$ cat src/rtl/accumulator_sequencer_if.sv
// Control bundle between the accumulator sequencer and the 16-bit datapath.
// master = sequencer side, slave = datapath side.
interface accumulator_sequencer_if;
  logic        start;
  logic [15:0] ir;
  logic        acc_zero;
  logic        pc_inc;
  logic        pc_load;
  logic        mar_load;
  logic        mar_src;
  logic        mbr_load;
  logic        ir_load;
  logic        acc_load;
  logic [1:0]  acc_src;
  logic [3:0]  alu_op;
  logic        mem_we;
  logic        busy;
  logic        halted;
  logic        fault;
  logic [15:0] instr_count;

  modport master (
    input  start, ir, acc_zero,
    output pc_inc, pc_load, mar_load, mar_src, mbr_load, ir_load,
           acc_load, acc_src, alu_op, mem_we, busy, halted, fault, instr_count
  );

  modport slave (
    output start, ir, acc_zero,
    input  pc_inc, pc_load, mar_load, mar_src, mbr_load, ir_load,
           acc_load, acc_src, alu_op, mem_we, busy, halted, fault, instr_count
  );
endinterface

$ cat src/rtl/accumulator_sequencer.sv
// Fetch/decode/execute controller for the 16-bit accumulator machine.
// Strobes are decoded combinationally from the registered state and IR.
//
// state   | meaning
// IDLE    | waiting for start after reset
// F0      | MAR <= PC
// F1      | memory read cycle for the instruction word
// F2      | IR <= memory, PC <= PC+1
// DEC     | decode opcode, count legal instructions
// E0..E3  | execute phases (operand address, read, MBR load, ACC load)
// HALTED  | HALT executed, start resumes at next instruction
// FAULT   | illegal opcode, sticky until reset
module accumulator_sequencer (
  input  logic                           clk,
  input  logic                           reset,
  accumulator_sequencer_if.master        bus
);

  typedef enum logic [3:0] {
    S_IDLE, S_F0, S_F1, S_F2, S_DEC, S_E0, S_E1, S_E2, S_E3, S_HALTED, S_FAULT
  } state_t;

  localparam logic [3:0] OP_HALT  = 4'h0;
  localparam logic [3:0] OP_LOAD  = 4'h1;
  localparam logic [3:0] OP_STORE = 4'h2;
  localparam logic [3:0] OP_ADD   = 4'h3;
  localparam logic [3:0] OP_SUB   = 4'h4;
  localparam logic [3:0] OP_AND   = 4'h5;
  localparam logic [3:0] OP_OR    = 4'h6;
  localparam logic [3:0] OP_XOR   = 4'h7;
  localparam logic [3:0] OP_JUMP  = 4'h8;
  localparam logic [3:0] OP_JZ    = 4'h9;
  localparam logic [3:0] OP_SHL   = 4'hA;
  localparam logic [3:0] OP_SHR   = 4'hB;
  localparam logic [3:0] OP_CLEAR = 4'hC;

  state_t      state, state_nxt;
  logic [3:0]  opcode;
  logic [15:0] instr_count;

  logic       pc_inc, pc_load, mar_load, mar_src, mbr_load, ir_load, acc_load, mem_we;
  logic [1:0] acc_src;
  logic [3:0] alu_op;

  assign opcode = bus.ir[15:12];

  always_ff @(posedge clk or posedge reset) begin
    if (reset) state <= S_IDLE;
    else       state <= state_nxt;
  end

  always_ff @(posedge clk or posedge reset) begin
    if (reset)
      instr_count <= 16'h0000;
    else if (state == S_DEC && opcode <= OP_CLEAR)
      instr_count <= instr_count + 16'd1;
  end

  always_comb begin
    state_nxt = state;
    pc_inc    = 1'b0;
    pc_load   = 1'b0;
    mar_load  = 1'b0;
    mar_src   = 1'b0;
    mbr_load  = 1'b0;
    ir_load   = 1'b0;
    acc_load  = 1'b0;
    acc_src   = 2'b00;
    alu_op    = 4'b0000;
    mem_we    = 1'b0;
    case (state)
      S_IDLE, S_HALTED: begin
        if (bus.start) state_nxt = S_F0;
      end
      S_F0: begin
        mar_load  = 1'b1;
        state_nxt = S_F1;
      end
      S_F1: state_nxt = S_F2;
      S_F2: begin
        ir_load   = 1'b1;
        pc_inc    = 1'b1;
        state_nxt = S_DEC;
      end
      S_DEC: begin
        if (opcode == OP_HALT)      state_nxt = S_HALTED;
        else if (opcode > OP_CLEAR) state_nxt = S_FAULT;
        else                        state_nxt = S_E0;
      end
      S_E0: begin
        state_nxt = S_F0;
        case (opcode)
          OP_LOAD, OP_STORE, OP_ADD, OP_SUB, OP_AND, OP_OR, OP_XOR: begin
            mar_load  = 1'b1;
            mar_src   = 1'b1;
            state_nxt = S_E1;
          end
          OP_JUMP: pc_load = 1'b1;
          OP_JZ:   pc_load = bus.acc_zero;
          OP_SHL: begin
            acc_load = 1'b1;
            alu_op   = 4'b0100;
          end
          OP_SHR: begin
            acc_load = 1'b1;
            alu_op   = 4'b0101;
          end
          OP_CLEAR: begin
            acc_load = 1'b1;
            acc_src  = 2'b10;
          end
          default: ;
        endcase
      end
      S_E1: begin
        // STORE finishes here; the operand-fetch ops wait out the memory read
        if (opcode == OP_STORE) begin
          mem_we    = 1'b1;
          state_nxt = S_F0;
        end else begin
          state_nxt = S_E2;
        end
      end
      S_E2: begin
        mbr_load  = 1'b1;
        state_nxt = S_E3;
      end
      S_E3: begin
        acc_load  = 1'b1;
        state_nxt = S_F0;
        if (opcode == OP_LOAD) begin
          acc_src = 2'b01;
        end else begin
          case (opcode)
            OP_SUB:  alu_op = 4'b0001;
            OP_AND:  alu_op = 4'b1000;
            OP_OR:   alu_op = 4'b1001;
            OP_XOR:  alu_op = 4'b1010;
            default: alu_op = 4'b0000;
          endcase
        end
      end
      S_FAULT: state_nxt = S_FAULT;
      default: state_nxt = S_IDLE;
    endcase
  end

  assign bus.pc_inc      = pc_inc;
  assign bus.pc_load     = pc_load;
  assign bus.mar_load    = mar_load;
  assign bus.mar_src     = mar_src;
  assign bus.mbr_load    = mbr_load;
  assign bus.ir_load     = ir_load;
  assign bus.acc_load    = acc_load;
  assign bus.acc_src     = acc_src;
  assign bus.alu_op      = alu_op;
  assign bus.mem_we      = mem_we;
  assign bus.busy        = (state != S_IDLE) && (state != S_HALTED) && (state != S_FAULT);
  assign bus.halted      = (state == S_HALTED);
  assign bus.fault       = (state == S_FAULT);
  assign bus.instr_count = instr_count;

endmodule

$ cat src/flat_wrapper.sv
// flat-port wrapper written by rule: the top's interface ports become plain ports
module accumulator_sequencer_flat 
  (clk, reset, bus_start, bus_ir, bus_acc_zero, bus_pc_inc, bus_pc_load, bus_mar_load, bus_mar_src, bus_mbr_load, bus_ir_load, bus_acc_load, bus_acc_src, bus_alu_op, bus_mem_we, bus_busy, bus_halted, bus_fault, bus_instr_count);
  accumulator_sequencer_if bus_i ();
  input  logic clk;
  input  logic reset;
  input wire logic [$bits(bus_i.start)-1:0] bus_start;
  input wire logic [$bits(bus_i.ir)-1:0] bus_ir;
  input wire logic [$bits(bus_i.acc_zero)-1:0] bus_acc_zero;
  output wire logic [$bits(bus_i.pc_inc)-1:0] bus_pc_inc;
  output wire logic [$bits(bus_i.pc_load)-1:0] bus_pc_load;
  output wire logic [$bits(bus_i.mar_load)-1:0] bus_mar_load;
  output wire logic [$bits(bus_i.mar_src)-1:0] bus_mar_src;
  output wire logic [$bits(bus_i.mbr_load)-1:0] bus_mbr_load;
  output wire logic [$bits(bus_i.ir_load)-1:0] bus_ir_load;
  output wire logic [$bits(bus_i.acc_load)-1:0] bus_acc_load;
  output wire logic [$bits(bus_i.acc_src)-1:0] bus_acc_src;
  output wire logic [$bits(bus_i.alu_op)-1:0] bus_alu_op;
  output wire logic [$bits(bus_i.mem_we)-1:0] bus_mem_we;
  output wire logic [$bits(bus_i.busy)-1:0] bus_busy;
  output wire logic [$bits(bus_i.halted)-1:0] bus_halted;
  output wire logic [$bits(bus_i.fault)-1:0] bus_fault;
  output wire logic [$bits(bus_i.instr_count)-1:0] bus_instr_count;
  assign bus_i.start = bus_start;
  assign bus_i.ir = bus_ir;
  assign bus_i.acc_zero = bus_acc_zero;
  assign bus_pc_inc = bus_i.pc_inc;
  assign bus_pc_load = bus_i.pc_load;
  assign bus_mar_load = bus_i.mar_load;
  assign bus_mar_src = bus_i.mar_src;
  assign bus_mbr_load = bus_i.mbr_load;
  assign bus_ir_load = bus_i.ir_load;
  assign bus_acc_load = bus_i.acc_load;
  assign bus_acc_src = bus_i.acc_src;
  assign bus_alu_op = bus_i.alu_op;
  assign bus_mem_we = bus_i.mem_we;
  assign bus_busy = bus_i.busy;
  assign bus_halted = bus_i.halted;
  assign bus_fault = bus_i.fault;
  assign bus_instr_count = bus_i.instr_count;
  accumulator_sequencer u_core (.clk(clk), .reset(reset), .bus(bus_i));
endmodule
$ cat config.mk
export PLATFORM = sky130hd
export DESIGN_NAME = accumulator_sequencer_flat
export DESIGN_NICKNAME = d
export VERILOG_FILES = /design/src/rtl/accumulator_sequencer_if.sv /design/src/rtl/accumulator_sequencer.sv /design/src/flat_wrapper.sv
export SDC_FILE = /design/constraint.sdc
export NUM_CORES = 1
export LEC_CHECK = 0
export CAP_MARGIN = 20
export CORE_AREA = 2 2 59 61
export CTS_BUF_LIST = sky130_fd_sc_hd__clkbuf_16
export CTS_CLUSTER_SIZE = 10
export DETAILED_ROUTE_END_ITERATION = 10
export DIE_AREA = 0 0 61 63
export PLACE_DENSITY = 0.74
export SLEW_MARGIN = 10
export SYNTH_ARGS = -nofsm -noshare
export SYNTH_HDL_FRONTEND = slang
export SYNTH_SLANG_ARGS = --single-unit
$ cat constraint.sdc
create_clock -name clk -period 2.74 [get_ports clk]
set_input_delay 0.548 -clock clk [delete_from_list [all_inputs] [get_ports clk]]
set_output_delay 0.548 -clock clk [all_outputs]
set_load 0.02 [all_outputs]
Word level (Yosys, flattened, before mapping)
Index checks and enable logic that the tools add are counted.
{"block": "word_totals", "reg_bits": 20, "out_inout_bits": 33, "input_bits": 20, "word_cells": 63}
{"block": "classes", "n_reduce_logical": 9, "n_addsub": 1, "n_mux": 24, "magnitude_cmp": 2, "eq_ne": 25}
{"operator": "one-hot mux 4 bit (10 select lines)", "n": 1}
{"operator": "equality test 4 x 3 -> 1 bit (second input constant)", "n": 8}
{"operator": "equality test 4 bit (second input constant)", "n": 8}
{"operator": "adder 16 x 1 -> 16 bit (second input constant)", "n": 1}
{"operator": "equality test 4 x 2 -> 1 bit (second input constant)", "n": 4}
{"operator": "two-way mux 4 bit", "n": 4}
{"operator": "one-hot mux 4 bit (4 select lines)", "n": 1}
{"operator": "two-way mux 1 bit", "n": 9}
{"operator": "equality test 4 x 1 -> 1 bit (second input constant)", "n": 2}
{"operator": "zero test 4 bit", "n": 2}
{"operator": "inequality test 4 bit (second input constant)", "n": 2}
{"operator": "one-hot mux 4 bit (2 select lines)", "n": 1}
{"operator": "OR reduction 7 bit", "n": 1}
{"operator": "two-way mux 3 bit", "n": 2}
{"operator": "one-hot mux 1 bit (2 select lines)", "n": 3}
{"operator": "one-hot mux 3 bit (2 select lines)", "n": 1}
{"operator": "greater-than comparator 4 bit (second input constant)", "n": 1}
{"operator": "less-or-equal comparator 4 bit (second input constant)", "n": 1}
{"operator": "one-hot mux 2 bit (2 select lines)", "n": 1}
{"operator": "nonzero test 4 bit", "n": 1}
{"operator": "logical AND 1 bit", "n": 3}
{"operator": "OR reduction 3 bit", "n": 1}
{"operator": "two-way mux 2 bit", "n": 1}
{"operator": "inequality test 2 bit (second input constant)", "n": 1}
{"operator": "OR reduction 2 bit", "n": 1}

Depth between registers and ports, before layout
Gate-level depths: netlist of run 1.
{"block": "depth", "word_depth": 4, "depth_mapped": 6, "ltp_nobuf": 5}

Worst setup path before layout of run 1
Ideal clock, no wire load.
{"block": "synth_path", "kind": "input -> output", "startpoint": "input port bus_ir[14]", "endpoint": "output port bus_mar_load", "t_arrival_ns": 1.799, "path_stages": 4, "path_buffers": 1, "path_slack_ns": 0.393, "required_time_ns": 2.192, "cell_sequence": "clkbuf_1 nor3_1 or2_2 a211oi_1"}
{"block": "synth_via", "elab_chain_cells": 4, "word_cells_on_any_way": 10, "classes_between": "eq/ne: 7; mux: 2; reduce/logical: 1"}
{"element": "start: declaration", "line": "flat_wrapper.sv:8", "source": "input wire logic [$bits(bus_i.ir)-1:0] bus_ir;"}
{"element": "equality test 4 x 2 -> 1 bit (tied with other cells)", "line": "accumulator_sequencer.sv:92", "source": "case (opcode)"}
{"element": "OR reduction 7 bit *", "line": "accumulator_sequencer.sv:92"}
{"element": "two-way mux 1 bit *", "line": "accumulator_sequencer.sv:92"}
{"element": "one-hot mux 1 bit (2 select lines) *", "line": "accumulator_sequencer.sv:71", "source": "case (state)"}
{"element": "end: declaration", "line": "flat_wrapper.sv:12", "source": "output wire logic [$bits(bus_i.mar_load)-1:0] bus_mar_load;"}
Every way passes the cells marked *; elsewhere a longest branch is shown, timed or not.

Final worst setup path of run 1
{"block": "layout_path", "startpoint": "input port bus_ir[12]", "endpoint": "output port bus_mem_we"}
{"block": "layout_via", "elab_chain_cells": 3}
{"element": "equality test 4 x 2 -> 1 bit", "line": "accumulator_sequencer.sv:117", "source": "if (opcode == OP_STORE) begin"}
{"element": "two-way mux 1 bit", "line": "accumulator_sequencer.sv:117"}
{"element": "two-way mux 1 bit", "line": "accumulator_sequencer.sv:71"}
{"element": "end: declaration", "line": "flat_wrapper.sv:19", "source": "output wire logic [$bits(bus_i.mem_we)-1:0] bus_mem_we;"}
Every way passes these cells.

==> results.md, run 1 <==
- Net count, final: about 220
- Worst hold path depth: 1
- DR DRC count: 0
- TritonCTS clock tree: yes
- Number of global-route vias before repair: between 1000 and 1500
- Antenna violations before repair: 0
- Final WL: roughly 3100 um
- Cell area after layout: about 0.0019 sq mm
- Setup violators final: 0
- Effective utilization at floorplan: about two fifths
- Footprint of the multi-input gates: 721 sq um
- Number of buffers between clock root and the deepest sink: 2
- Ranking of synthesized cells by instance count: dfrtp_1, nand2_1, nor2_1
- Area fraction of the dominant cell type after synthesis: 39.2%
- CTS H-Tree Depth: 1
- Die area: slightly below 0.004 sq mm
- Wirelength per Cell: 12.8 um
- Sink count of the clock tree: 20
- Run status: finished clean
- Gate Count Post-Synth: approximately 150
- Antenna viol nets, final: 0
- Worst slew slack as a fraction of its limit: between 50% and 60%
- Worst IR Drop VDD: roughly 520 uV
- Height of the die: ~63 um
- Wire length of the first global-routing pass: between 5000 and 6000 um
- 1st-iter DRT viols: 65
- Setup clock skew after layout: slightly below 4 ps
- Crit path arrival time: between 2000 and 2500 ps
- Share of async-settable or async-resettable flops after synthesis: 100%
- Critical Path Source Type: input port
- Hold Crit Class: register to register
- Max-Cap Viols: 0
- Clock root buffer: clkbuf_16
- Fraction of final layout cells with drive strength greater than 1: between 15 and 20%
- Share of the clock period used by the worst path after layout: roughly 97%
- Post-synthesis average cell area: around 8.7 sq um
- Largest net degree at the start of global routing: 21
- Area inside the core boundary: 0.00323 sq mm
- Peak clock frequency supported by timing: roughly 380 MHz
- Count of cell types in the netlist: 37
- Aggregate global routing overflow: 0
- Number of enable-type register cells in the synthesized netlist: 0
- Drt first pass iters: 4
- GR Util All Layers: roughly 18%
- Area growth syn-to-layout: 47.2%
- Post-cts gate resize count: 12
- RSZ-0062 raised after global routing: no
- Width of the die: roughly 61 um
- Synth Net Count: about 170
- Setup Buffers After CTS: 0
- RePlAce Congestion: 0.776
- Top cells by area, synth: dfrtp_1, xnor2_1, nand2_1
- Clock slew at the register clock pins of the worst setup and hold paths: about 50 ps
- CP Data Required Time: 2190 ps
- Post-detail-place hpwl: approximately 2300 um
- Number of failing hold endpoints at the final stage: 0
- Cell with the most instances after synthesis: dfrtp_1
- Pleak: around 0.00082 uW
- Via-to-Cell Ratio: 5.06
- Critical path endpoint category: output port
- TritonCTS buffer count: 3
- Power per Cell Area: a little under 800 mW/mm^2
- Area of the mapped netlist: roughly 0.0013 sq mm
- Placed cell area: about 0.0018 sq mm
- Total via count in the routed design: between 1000 and 1500
- Warnings, synthesis: 0
- Most instantiated flip-flop cell in the synthesis netlist: dfrtp_1
- Slew at the pin closest to its max-slew limit: 738 ps
- Final max-slew violation count: 0
- Clock latency of the later-clocked register in the worst-skew pair: around 250 ps
- Number of fill cells in the layout: 287
- Antenna fix cells: 0
- Register bit count reported by yosys: 20
- Port Buffer Count: 40
- Number of buffers inserted by hold repair at cts: 0
- Number of top-level pins: 53
- Reg2reg path depth: 5
- Peak fanout along the critical path: 8
- Kind of critical path: input port to output port
- Final total negative setup slack: 0 ps
- Storage cell area: ~500 sq um
- Post-route minimum period: 2650 ps
- Area leader, netlist: dfrtp_1
- Num rows: 21
- Register area share after synthesis: between 30% and 40%
==> per-stage QoR <==
stage	util [%]	hold WS [ps]	setup slack [ps]	cells	power, uW
final	58.2	463	89.7	242	1450
after global routing	58.2	500	11.0	242	1550
after detailed placement	55.7	465	-363	238	1160
after CTS	58.3	472	-45.6	242	1460
after floorplan	-	512	393	147	878
after global placement	55.7	457	-280	238	1140
==> area by class of cell <==
| cell class | count | share of cell area [%] |
|---|---|---|
| Clock inverter | 1 | 0.200 |
| Timing Repair Buffer | 56 | 27.0 |
| Multi-Input combinational cell | 112 | 38.3 |
| Clock buffer | 3 | 3.99 |
| Tap cell | 46 | 3.06 |
| Inverter | 4 | 0.798 |
| Sequential cell | 20 | 26.6 |
==> where the power goes <==
| part | total, uW | switching (uW) | internal (uW) | leakage [uW] |
|---|---|---|---|---|
| Sequential | 432 | 70.8 | 361 | 0.000244 |
| Combinational | 722 | 388 | 334 | 0.000541 |
| Clock | 292 | 98.5 | 194 | 0.0000385 |
| Total | 1450 | 557 | 889 | 0.000824 |
==> cell families (layout without fill, tap and decap cells) <==
kind of cell               count (synthesis)  in the layout  share of synthesized area, %
DFF                                       20             20                          39.2
buffers and inverters                     15             64                          5.39
AOI/OAI and AO/OA                         18             18                          8.91
xor gates and xnor gates                  16             16                          11.0
muxes                                      1              1                         0.784
adders and majority gates                  1              1                         0.979
and+or+nand+nor                           76             76                          33.8
==> worst paths after layout <==
check	slack, ps	start	end
max	90	bus_ir[12]	bus_mem_we
min	460	u_core.bus.instr_count[15]$_DFFE_PP0P_	u_core.bus.instr_count[15]$_DFFE_PP0P_
max reg2reg	590	u_core.state[3]$_DFFE_PP0P_	u_core.bus.instr_count[15]$_DFFE_PP0P_
min reg2reg	460	u_core.bus.instr_count[15]$_DFFE_PP0P_	u_core.bus.instr_count[15]$_DFFE_PP0P_
max in group asynchronous	1550	reset	u_core.bus.instr_count[11]$_DFFE_PP0P_
min in group asynchronous	730	reset	u_core.state[3]$_DFFE_PP0P_
==> sequential cells by signal, summed over array words and instances (netlist names) <==
signal	cells
u_core.bus.instr_count	16
u_core.state	4
==> layout by cell type, fill, tap and decap left out, types with 3 or more instances in the layout <==
master           netlist  final
a21oi_1                5      5
buf_4                  1     16
clkbuf_16              0      3
clkdlybuf4s50_1        0     29
dfrtp_1               20     20
dlygate4sd2_1          0      6
inv_1                  4      4
nand2_1               15     15
nand2b_1               4      4
nand3_1                6      6
nand4_1                3      3
nor2_1                15     15
nor3_1                 9      9
nor3b_1                3      3
o21ai_0                7      7
or2_2                  3      3
xnor2_1               10     10
xor2_1                 6      6
==> critical path, cell delays in order <==
cell and delay [ps]:
clkdlybuf4s50_1 460, buf_4 190, nor4b_2 350, and4_1 220, dlygate4sd2_1 340
==> layer usage <==
metal	vias up	part of all wire [%]	track usage (%)
met5	-	0	0
met4	0	0.45	3.80
met3	2	2.0	3.73
met2	21	54	29.4
met1	592	44	22.8
li1	609	-	-
Power figures use the tool's default switching activity.
==> run 2, diff against run 1 <==
Settings changed: RECOVER_POWER from default to 25.
==> run 2 against run 1 <==
Power about the same; sequential share of layout area unchanged; non-clock buffer count stayed put; critical endpoint unchanged; maximum frequency did not move; clock power hardly changed; wire length stayed put; core utilization is the same; final cell count stayed put; combinational power barely moved; via count unchanged.
==> results.md, run 2 (synthesized netlist as in run 1, its figures left out) <==
- Run status: finished clean
- Total via count in the routed design: ~1200
- GR Util All Layers: roughly 18%
- Power per Cell Area: ~770 mW/mm^2
- Cell area after layout: between 0.0015 and 0.002 sq mm
- Wirelength per Cell: around 13 um
- Width of the die: roughly 61 um
- RePlAce Congestion: 0.776
- RSZ-0062 raised after global routing: no
- Die area: ~0.0038 sq mm
- Number of failing hold endpoints at the final stage: 0
- Clock root buffer: clkbuf_16
- Final max-slew violation count: 0
- Top cell family by delay on the critical path: buffers and inverters
- Number of top-level pins: 53
- Number of buffers between clock root and the deepest sink: 2
- Antenna viol nets, final: 0
- Setup violators final: 0
- DR DRC count: 0
- Port Buffer Count: 40
- Worst slew slack as a fraction of its limit: 50.7%
- Height of the die: about 63 um
- Number of fill cells in the layout: ~290
- Effective utilization at floorplan: about 40%
- Number of global-route vias before repair: between 1000 and 1500
- Post-detail-place hpwl: around 2300 um
- Area inside the core boundary: between 0.003 and 0.004 sq mm
- Slowest library cell on the worst path: clkdlybuf4s50_1
- Peak clock frequency supported by timing: about 380 MHz
- Wire length of the first global-routing pass: around 5300 um
- Aggregate global routing overflow: 0
- Peak fanout along the critical path: 8
- Flip-flop count of the largest register, all copies and words added: 16
- Net count, final: 218
- CTS H-Tree Depth: 1
- CP max stage delay: 460 ps
- Kind of critical path: input port to output port
- Setup clock skew after layout: approximately 4 ps
- Sink count of the clock tree: 20
- Drt first pass iters: 4
- Clock slew at the register clock pins of the worst setup and hold paths: 50 ps
- Post-route minimum period: approximately 2700 ps
- Most frequent cells in the layout: clkdlybuf4s50_1, dfrtp_1, buf_4
- Finished Core Util: around three fifths
- Fraction of final layout cells with drive strength greater than 1: 15.8%
- Pleak: approximately 0.00082 uW
- 1st-iter DRT viols: 65
- Area growth syn-to-layout: 47.2%
- Most common library cell in the layout ignoring fill and taps: clkdlybuf4s50_1
- Final WL: between 3000 and 4000 um
- Hold Crit Class: register to register
- Setup Buffers After CTS: 0
- TritonCTS buffer count: 3
- TritonCTS clock tree: yes
- Ordered list of cells on the worst path: clkdlybuf4s50_1, buf_4, nor4b_2, and4_1, dlygate4sd2_1
- Worst IR Drop VDD: 524 uV
- Biggest register: u_core.bus.instr_count
- Placed cell area: 0.00180 sq mm
- Crit path buffers/inverters: 3
- CP Data Required Time: 2190 ps
- Biggest registers after layout: u_core.bus.instr_count x16, u_core.state x4
- Clock latency of the later-clocked register in the worst-skew pair: approximately 250 ps
- Crit path arrival time: ~2100 ps
- Total chip power: between 1000 and 1500 uW
- Antenna violations before repair: 0
- Via-to-Cell Ratio: around 5
- Antenna fix cells: 0
- Share of the clock period used by the worst path after layout: a little over nine tenths
- Max-Cap Viols: 0
- Number of buffers inserted by hold repair at cts: 0
- Num rows: 21
- Critical Path Source Type: input port
- Largest net degree at the start of global routing: 21
- Final total negative setup slack: 0 ps
- Critical path endpoint category: output port
- Slew at the pin closest to its max-slew limit: 738 ps
-- run 2: cell types whose count changed in the layout (fill, tap and decap cells not counted), sizes merged --
cell,previous run,this run
dlygate4sd3,0,1
clkdlybuf4s50,29,28
-- run 2: layout make-up --
class	count	area, sq um	share of cell area (%)
sequential	20	500	26.6
clock buffer	3	75.1	3.99
tap	46	57.6	3.06
multi-input combinational	112	721	38.3
inverter	4	15.0	0.798
timing repair buffer	56	508	27.0
clock inverter	1	3.75	0.200
-- run 2: final timing paths --
path	start	to	slack [ps]	cells past startpoint
max	bus_ir[12]	bus_mem_we	90	5
min	u_core.bus.instr_count[15]$_DFFE_PP0P_	u_core.bus.instr_count[15]$_DFFE_PP0P_	460	1
max reg2reg	u_core.state[3]$_DFFE_PP0P_	u_core.bus.instr_count[15]$_DFFE_PP0P_	590	5
min reg2reg	u_core.bus.instr_count[15]$_DFFE_PP0P_	u_core.bus.instr_count[15]$_DFFE_PP0P_	460	1
max in group asynchronous	reset	u_core.bus.instr_count[11]$_DFFE_PP0P_	1410	2
min in group asynchronous	reset	u_core.state[3]$_DFFE_PP0P_	860	2
-- run 2: metrics by stage --
stage	hold slack, ps	std cells	setup WS (ps)
after floorplan	512	147	393
after global placement	457	238	-280
after detailed placement	465	238	-363
after CTS	472	242	-45.6
after global routing	500	242	11.0
final	463	242	89.7
-- run 2: timing repair --
action / in CTS / in global routing
resized for setup: 12 / 8
endpoints found under the setup margin: 10 / 5
cloned: 0 / 0
-- run 2: per-layer routing --
| layer | global-route usage, % | routed length, um |
|---|---|---|
| met1 | 22.8 | 1360 |
| met2 | 29.4 | 1660 |
| met3 | 3.73 | 63 |
| met4 | 3.80 | 14 |
| met5 | 0 | 0 |
-- run 2: power breakdown --
part,total (uW),internal [uW],switching [uW]
logic,722,334,388
registers,432,361,70.8
clock network,292,194,98.5
==> run 3, diff against run 2 <==
Settings changed: CORE_AREA 2 2 59 61 to 2 2 48 50, CTS_BUF_LIST sky130_fd_sc_hd__clkbuf_16 to sky130_fd_sc_hd__clkbuf_4 sky130_fd_sc_hd__clkbuf_8, DIE_AREA 0 0 61 63 to 0 0 50 52, DONT_BUFFER_PORTS from default to 1, HOLD_SLACK_MARGIN from default to 0.05, PLACE_DENSITY 0.74 to 0.76.
==> run 3 against run 2 <==
Final cell count decreased by 28%; sequential power increased by 19%; setup slack improved by 89 ps; core utilization increased by 5.5 points.
==> results.md, run 3 (synthesized netlist as in run 1, its figures left out) <==
- Run status: finished clean
- RePlAce Congestion: ~0.80
- Setup violators final: 0
- Drt first pass iters: 4
- Biggest registers after layout: u_core.bus.instr_count x16, u_core.state x4
- Post-route minimum period: ~2600 ps
- Pleak: about 0.00054 uW
- Biggest register: u_core.bus.instr_count
- Effective utilization at floorplan: a little over 60%
- Finished Core Util: around 64%
- Kind of critical path: register to output port
- Clock slew at the register clock pins of the worst setup and hold paths: approximately 100 ps
- Final max-slew violation count: 0
- Number of fill cells in the layout: roughly 180
- Setup Buffers After CTS: 0
- Worst Setup Slack post-DPL: about 530 ps
- Worst reg2reg endpoint: u_core.bus.instr_count[15]$_DFFE_PP0P_
- Sink count of the clock tree: 20
- Peak clock frequency supported by timing: approximately 390 MHz
- Area growth syn-to-layout: 5.00%
- Reg2reg path depth: 4
- Final WL: 2470 um
- Antenna viol nets, final: 0
- Antenna fix cells: 0
- Total via count in the routed design: between 1000 and 1500
- Power per Cell Area: 815 mW/mm^2
- Via-to-Cell Ratio: approximately 5.9
- Footprint of the multi-input gates: between 700 and 800 sq um
- Worst slew slack as a fraction of its limit: between 50% and 60%
- TritonCTS buffer count: 3
- R2r startpoint: u_core.state[0]$_DFFE_PP0P_
- Final cell count without fillers: 175
- DR DRC count: 0
- 1st-iter DRT viols: 13
- Die area: approximately 0.0026 sq mm
- Hold Crit Class: input port to asynchronous set/reset pin
- Final total negative setup slack: 0 ps
- Critical path endpoint category: output port
- Antenna violations before repair: 0
- Slew at the pin closest to its max-slew limit: 717 ps
- Wire length of the first global-routing pass: around 4300 um
- CP Data Required Time: approximately 2200 ps
- Port Buffer Count: 0
- Worst Setup Slack, final: between 150 and 200 ps
- RSZ-0062 raised after global routing: no
- TritonCTS clock tree: yes
- Width of the die: roughly 50 um
- Storage cell area: between 500 and 600 sq um
- Number of buffers between clock root and the deepest sink: 2
- Wirelength per Cell: 14.1 um
- Height of the die: 52 um
- Post-detail-place hpwl: approximately 1800 um
- Num rows: 17
- CTS H-Tree Depth: 1
- Number of buffers inserted by hold repair at cts: 0
- Fraction of final layout cells with drive strength greater than 1: between 10 and 15%
- Clock root buffer: clkbuf_4
- Most frequent cells in the layout: dfrtp_1, nand2_1, nor2_1
- Critical Path Source Type: register
- Peak fanout along the critical path: 15
- Crit path arrival time: ~2000 ps
- Largest net degree at the start of global routing: 21
- Max-Cap Viols: 0
- Flip-flop count of the largest register, all copies and words added: 16
- Aggregate global routing overflow: 0
- Internal reg-to-reg setup slack: ~560 ps
- Cells after DPL: roughly 170
- Number of failing hold endpoints at the final stage: 0
- Most common library cell in the layout ignoring fill and taps: dfrtp_1
- Worst IR Drop VDD: 552 uV
- Net count, final: 170
- Post-cts gate resize count: 0
- GR Util All Layers: roughly 21%
- Number of global-route vias before repair: between 900 and 1000
- Setup clock skew after layout: 1.66 ps
- Area inside the core boundary: 0.00211 sq mm
- Clock latency of the later-clocked register in the worst-skew pair: roughly 290 ps
- Number of top-level pins: 53
- Share of the clock period used by the worst path after layout: 93.5%
==> run 3: cell types whose count changed in the layout (fill, tap and decap cells not counted), moves of 2 or more <==
cell,delta
dlymetal6s2s_1,-2
dlygate4sd2_1,-6
clkbuf_4,+3
clkbuf_2,-2
clkbuf_16,-3
buf_4,-8
clkdlybuf4s50_1,-28
==> run 3: worst max-delay path, stage by stage, from the launching register on <==
cell and delay (ps):
dfrtp_1 630, nand4b_1 190, or4b_2 630, o21ai_0 100, buf_4 170
==> run 3: worst max path at each step <==
stage / start / to / depth (start not counted)
after floorplan: bus_ir[14] / bus_mar_load / 4
after global placement: u_core.state[0]$_DFFE_PP0P_ / bus_alu_op[0] / 4
after detailed placement: u_core.state[0]$_DFFE_PP0P_ / bus_alu_op[0] / 4
after CTS: u_core.state[0]$_DFFE_PP0P_ / bus_alu_op[0] / 4
after global routing: u_core.state[0]$_DFFE_PP0P_ / bus_alu_op[0] / 4
final: u_core.state[0]$_DFFE_PP0P_ / bus_alu_op[0] / 4
==> run 3: cell type report <==
cell class,instances,area share (%)
clock buffer,3,1.68
tap,28,2.61
sequential,20,37.3
timing repair buffer,8,4.48
multi-input combinational,112,52.8
inverter,4,1.12
==> run 3: through the flow <==
stage | total power (uW) | hold WS (ps) | instance area (sq um)
6_report | 1090 | 252 | 1340
5_1_grt | 1180 | 311 | 1340
4_1_cts | 1100 | 283 | 1340
3_5_place_dp | 969 | 601 | 1320
3_3_place_gp | 954 | 585 | 1320
2_1_floorplan | 878 | 512 | 1280
==> run 3: where the power goes <==
part / leakage [uW] / internal (uW) / total [uW] / switching [uW]
clock network: 0.0000138 / 51.0 / 131 / 79.8
registers: 0.000244 / 358 / 513 / 155
logic: 0.000285 / 191 / 450 / 259
total: 0.000542 / 600 / 1090 / 493
==> run 3: per-layer routing <==
layer	share of wire [%]	track usage, %	up-vias
li1	-	-	509
met1	46	28.4	489
met2	47	33.8	27
met3	5.5	4.60	4
met4	1.7	9.72	0
met5	0	0	-
